<file path="src/rtl/serial_subtractor.sv">
// Bit-serial LSB-first subtractor (a - b) with a start/done handshake.
// Two cascaded half-subtractors and a registered borrow process one bit per clock.
module serial_subtractor #(
   parameter int WIDTH = 8
) (
   input  logic             clk,
   input  logic             rst_n,
   input  logic             start,
   input  logic [WIDTH-1:0] a,
   input  logic [WIDTH-1:0] b,
   output logic             busy,
   output logic             done,
   output logic [WIDTH-1:0] diff,
   output logic             borrow
);

   localparam int CntW = $clog2(WIDTH);
   localparam logic [CntW-1:0] LastCnt = CntW'(WIDTH - 1);

   typedef enum logic [1:0] {
      IDLE = 2'd0,
      RUN  = 2'd1,
      DONE = 2'd2
   } stateT;

   stateT            state;
   stateT            stateNext;
   logic [WIDTH-1:0] sa;
   logic [WIDTH-1:0] sb;
   logic [WIDTH-1:0] sd;
   logic [WIDTH-1:0] sdNext;
   logic             br;
   logic             brNext;
   logic [CntW-1:0]  cnt;
   logic             loadOps;
   logic             stepBit;
   logic             lastBit;
   logic             h;
   logic             p;
   logic             d;
   logic             q;

   // Returns {borrow, difference} of x - y for single bits.
   function automatic logic [1:0] halfSub(input logic x, input logic y);
      return {~x & y, x ^ y};
   endfunction

   assign {p, h} = halfSub(sa[0], sb[0]);
   assign {q, d} = halfSub(h, br);
   assign brNext = p | q;
   assign sdNext = {d, sd[WIDTH-1:1]};

   assign busy = (state == RUN);
   assign done = (state == DONE);

   always_ff @(posedge clk or negedge rst_n) begin
      if (!rst_n) begin
         state <= IDLE;
      end else begin
         state <= stateNext;
      end
   end

   always_comb begin
      stateNext = state;
      loadOps   = 1'b0;
      stepBit   = 1'b0;
      lastBit   = 1'b0;
      unique case (state)
         IDLE: begin
            if (start) begin
               loadOps   = 1'b1;
               stateNext = RUN;
            end
         end
         RUN: begin
            stepBit = 1'b1;
            if (cnt == LastCnt) begin
               lastBit   = 1'b1;
               stateNext = DONE;
            end
         end
         DONE: begin
            stateNext = IDLE;
         end
         default: begin
            stateNext = IDLE;
         end
      endcase
   end

   // Operand shifters, borrow and counter; diff/borrow only move on the final bit.
   always_ff @(posedge clk or negedge rst_n) begin
      if (!rst_n) begin
         sa     <= '0;
         sb     <= '0;
         sd     <= '0;
         br     <= 1'b0;
         cnt    <= '0;
         diff   <= '0;
         borrow <= 1'b0;
      end else begin
         if (loadOps) begin
            sa  <= a;
            sb  <= b;
            br  <= 1'b0;
            cnt <= '0;
         end else if (stepBit) begin
            sa  <= {1'b0, sa[WIDTH-1:1]};
            sb  <= {1'b0, sb[WIDTH-1:1]};
            sd  <= sdNext;
            br  <= brNext;
            cnt <= lastBit ? '0 : cnt + CntW'(1);
         end
         if (lastBit) begin
            diff   <= sdNext;
            borrow <= brNext;
         end
      end
   end

endmodule

</file>
<file path="config.mk">
export PLATFORM = sky130hd
export DESIGN_NAME = serial_subtractor
export DESIGN_NICKNAME = d
export VERILOG_FILES = /design/src/rtl/serial_subtractor.sv
export SDC_FILE = /design/constraint.sdc
export NUM_CORES = 1
export LEC_CHECK = 0
export BUFFER_PORTS_ARGS = -buffer_cell sky130_fd_sc_hd__buf_2
export CORE_MARGIN = 5
export CORE_UTILIZATION = 55
export CTS_CLUSTER_SIZE = 30
export DETAILED_ROUTE_END_ITERATION = 8
export GPL_TIMING_DRIVEN = 0
export PLACE_DENSITY = 0.78
export SLEW_MARGIN = 40
export SYNTH_ARGS = -nofsm -noshare
export SYNTH_HDL_FRONTEND = slang
export SYNTH_SLANG_ARGS = --single-unit
export TNS_END_PERCENT = 20
</file>
<file path="constraint.sdc">
create_clock -name clk -period 1.6 [get_ports clk]
set_input_delay 0.16 -clock clk [delete_from_list [all_inputs] [get_ports clk]]
set_output_delay 0.16 -clock clk [all_outputs]
set_load 0.05 [all_outputs]
</file>
After elaboration in Yosys (flattened, before gate mapping)
Index checks and enable logic that the tools add are counted.
Widths: inputs -> output; s select.
{"block": "totals", "input_bits": 19, "wordCells": 43, "latch_bits": 0, "romBits": 0, "reg_bits": 39, "ramBits": 0, "memories": 0}
{"block": "op_classes", "eq_ne": 5, "shift": 0, "magnitude_cmp": 0, "n_bitwise": 8, "add_sub_neg": 1, "reduce_logical": 4, "multipliers": 0, "n_div": 0, "mux": 17}
{"cell": "$mux 8", "n": 4}
{"cell": "$mux 3", "n": 3}
{"cell": "$mux 1", "n": 7}
{"cell": "$mux 2", "n": 2}
{"cell": "$pmux 2 s2", "n": 1}
{"cell": "$reduce_and 2->1", "n": 2}
{"cell": "$add 3x1->3 const B", "n": 1}
{"cell": "$eq 3x3->1 const B", "n": 1}
{"cell": "$not 1->1", "n": 3}
{"cell": "$and 1x1->1", "n": 2}
{"cell": "$eq 2x1->1 const B", "n": 1}
{"cell": "$eq 2x2->1 const B", "n": 1}
{"cell": "$logic_not 2->1", "n": 1}
{"cell": "$ne 2x1->1 const B", "n": 1}
{"cell": "$ne 2x2->1 const B", "n": 1}
{"cell": "$reduce_bool 2->1", "n": 1}
{"cell": "$xor 1x1->1", "n": 2}
{"cell": "$or 1x1->1", "n": 1}

Logic depth before layout (Yosys ltp)
{"block": "depth", "ltp_word": 6, "mapped_depth": 5, "ltp_nobuf": 4}

Worst setup path before layout
OpenSTA, ideal clock, no wires.
{"block": "synth_path", "path_kind": "reg-to-output", "start": "register state[1]", "end": "output port done", "path_stages_with_launch": 4, "arrival_ns": 1.434, "path_buffers": 2, "path_slack_ns": 0.006, "required_time_ns": 1.440, "cell_sequence": "dfrtp_1 buf_4 buf_4 nor2b_1"}
{"block": "synth_via", "elab_chain_len": 1}
{"element": "start, declared", "line_no": "26", "rtl": "stateT state;"}
{"element": "start signal, assigned", "line_no": "60", "rtl": "state <= stateNext;"}
{"element": "$eq 2x2->1", "line_no": "54", "rtl": "assign done = (state == DONE);"}
{"element": "end, declared", "line_no": "12", "rtl": "output logic done,"}
No other way between the ends.

Worst setup path in the final report
{"block": "layout_path", "start": "register state[0]", "end": "output port done"}
The elaborated chain is that of the path after synthesis.

==> results.tsv <==
stage	metric	value	unit
run_status	status	finished, final reports clean	
synthesis	Syn Nets	166	
timing	Setup Skew	5.991	ps
die	Die X	67.79	µm
grt	grt total ovfl	0	
placed_design	pre-CTS setup slack	23.15	ps
pwr	Peak VDD IR	0.7771	mV
route	vias per inst	5.672	
grt	first-pass GRT wire length	6051	µm
setup_path	worst-path cell chain	buf_6 > clkbuf_2 > nor2b_2 > buf_6	
synthesis	cells after synthesis	144	
clock_tree	TritonCTS clock tree	yes	
timing	Rel. slew slack	0.6882	
setup_path	Worst Path Buf+Inv	3	
die	core area	3284	µm²
flow_run	maxcap violations	0	
pwr	power per cell area	1970	nW/µm²
timing	TNS Setup	0	ps
synthesis	Post-Syn Area	1837	µm²
cells_and_area	fraction of layout instances using a drive strength above 1	0.3552	
timing	Final Hold Vio Count	0	
setup_path	CP endpoint kind	primary output	
clock_tree	Worst-path clk slew	100	ps
pwr	Leak	0.9944	nW
route	DR pass1 iterations	4	
placed_design	number of buffers added on ports	29	
setup_path	Startpoint Class	flop	
grt	initial antenna violation count	0	
setup_path	most used cell, CP	buf_6	
cells_and_area	Final #Nets	205	
route	WL final	3658	µm
clock_tree	H-Tree Depth	2	
setup_path	CP max stage delay	380	ps
timing	setup violators final	0	
clock_tree	Sink Count	38	
grt	largest net degree at the start of global routing	39	
timing	Slew Limit Fails	0	
timing	slew of the pin with the lowest slew margin	467.6	ps
placed_design	dpl hpwl	2555	µm
route	antenna-violating nets left	0	
route	DR vias	1299	
setup_path	Arrival @ worst endpoint	1340	ps
timing	fin crit period	1500	ps
grt	vias in the first global route	1310	
synthesis	flops & latches, synth	38	
route	drt drc	0	
setup_path	Required @ worst endpoint	1440	ps
clock_tree	clock root buffer master	clkbuf_4	
timing	Final WS setup	99.83	ps
cells_and_area	n_diodes	0	
placed_design	placer's final routability congestion estimate	0.8149	
cells_and_area	# fillers	271	
timing	Max Clk Rate	0.6666	GHz
setup_path	Largest delay share family, worst path	buffers and inverters	
clock_tree	Clock Path Buffers	2	
cells_and_area	most frequent cells in the layout	dfrtp_1 (37), buf_2 (29), inv_1 (16)	
synthesis	Avg Cell Area, Syn	12.76	µm²
die	Initial Util	0.5592	
timing	Tcrit/Tclk final	0.9376	
route	1st-iter DRT viols	42	
grt	total track usage	0.1792	
die	Site Rows	21	
die	die area	4595	µm²
synthesis	sequential fraction of the synthesis area	0.5177	
setup_path	crit path max fanout	10	
die	Die Span Y	67.79	µm
cells_and_area	commonest non-fill, non-tap cell in the layout	dfrtp_1	
timing	RSZ-0062 raised after global routing	no	
die	Ports	30	
timing	Hold Slack	168.9	ps
setup_path	CP max stage cell	dfrtp_1	
synthesis	Yosys warnings	0	
clock_tree	clock latency on the worst-skew pair	330	ps
hold_path	Hold Crit Class	in2reg	
clock_tree	TritonCTS Buffers	5	
setup_path	critical path type	reg2out	
synthesis	Yosys cell types	31	
cells_and_area	area delta synth->final	16.62	%
route	Avg WL per Cell	15.97	µm
through the flow:
stage	power [mW]	instances	instance area, µm²	utilization
6_report	4.219	229	2142	0.6522
3_5_place_dp	3.764	219	2039	0.6210
5_1_grt	4.516	229	2142	0.6522
3_3_place_gp	3.645	219	2039	0.6210
4_1_cts	4.248	229	2126	0.6472
2_1_floorplan	3.261	144	1837	-
layer usage:
layer | vias up | routed length [µm] | global-route usage | part of all wire
met5 | - | 0 | 0 | 0
met4 | 0 | 61 | 0.08685 | 0.017
met3 | 6 | 200 | 0.03993 | 0.055
met2 | 47 | 1774 | 0.2904 | 0.48
met1 | 645 | 1621 | 0.2259 | 0.44
li1 | 601 | - | - | -
Yosys cell counts:
cell,count,share of area
dfrtp_1,38,0.52
inv_1,16,0.033
mux2_1,14,0.086
nor3b_1,13,0.053
nor4b_1,12,0.057
a211oi_1,6,0.025
a211oi_2,6,0.041
buf_4,6,0.025
buf_2,3,0.0082
nand2b_1,3,0.010
a22o_1,2,0.0095
buf_6,2,0.012
ha_1,2,0.014
nor4bb_1,2,0.011
o221a_2,2,0.012
or4b_1,2,0.011
a211o_1,1,0.0048
a21o_1,1,0.0041
a21oi_1,1,0.0027
a32o_1,1,0.0054
clkbuf_1,1,0.0020
fa_1,1,0.011
inv_4,1,0.0034
mux2_4,1,0.0082
mux2i_1,1,0.0054
nand3b_1,1,0.0041
nor2_1,1,0.0020
nor2b_1,1,0.0034
o21ba_2,1,0.0054
o21bai_4,1,0.010
o22ai_1,1,0.0034
where the power goes:
| group | switching, mW | internal [mW] |
|---|---|---|
| clock network | 0.285 | 0.158 |
| registers | 0.245 | 1.42 |
| logic | 1.24 | 0.869 |
layout make-up:
cell class	instances	area, µm²	area share
Sequential cell	38	952.2	0.4445
Multi-Input combinational cell	77	738.2	0.3446
Timing Repair Buffer	33	192.7	0.08995
Buffer	11	87.58	0.04089
Inverter	17	66.31	0.03096
Tap cell	46	57.56	0.02687
Clock buffer	5	37.54	0.01752
Clock inverter	2	10.01	0.004673
sequential cells by signal, indices dropped and copies added, names as in the netlist:
register / count
sa: 8
cnt: 3
sd: 7
br: 1
diff: 8
sb: 8
state: 2
borrow: 1
cell families (layout without fill, tap and decap cells):
| kind of cell | after synthesis | after routing | synth area share |
|---|---|---|---|
| buffers and inverters | 29 | 68 | 0.08310 |
| multiplexers | 16 | 16 | 0.09945 |
| AND/OR/NAND/NOR | 35 | 35 | 0.1519 |
| adder cells (fa/ha/maj) | 3 | 3 | 0.02452 |
| AO/OA/AOI/OAI | 23 | 23 | 0.1233 |
| flip-flops | 38 | 38 | 0.5177 |
repair_timing:
item,in CTS,in global routing
endpoints found under the hold margin,38,0
resized for setup,5,6
setup buffers,2,1
hold buffers,1,0
endpoints found under the setup margin,2,10
worst paths after layout:
check / start / to / slack (ps) / depth (start not counted)
worst max-delay path: state[0] / done / 100 / 4
worst min-delay path: a[3] / sa[3] / 170 / 3
worst max register to register: cnt[0] / diff[1] / 100 / 5
worst min register to register: diff[3] / diff[3] / 500 / 1
max in group asynchronous: rst_n / state[1] / 920 / 2
min in group asynchronous: rst_n / borrow / 340 / 2
worst reg2reg max path, cell delays in order, from the launching register on:
cell	delay [ps]
dfrtp_1	400
ha_1	200
ha_2	190
nand3b_1	100
buf_6	150
mux2_1	340
Power figures use the tool's default switching activity.
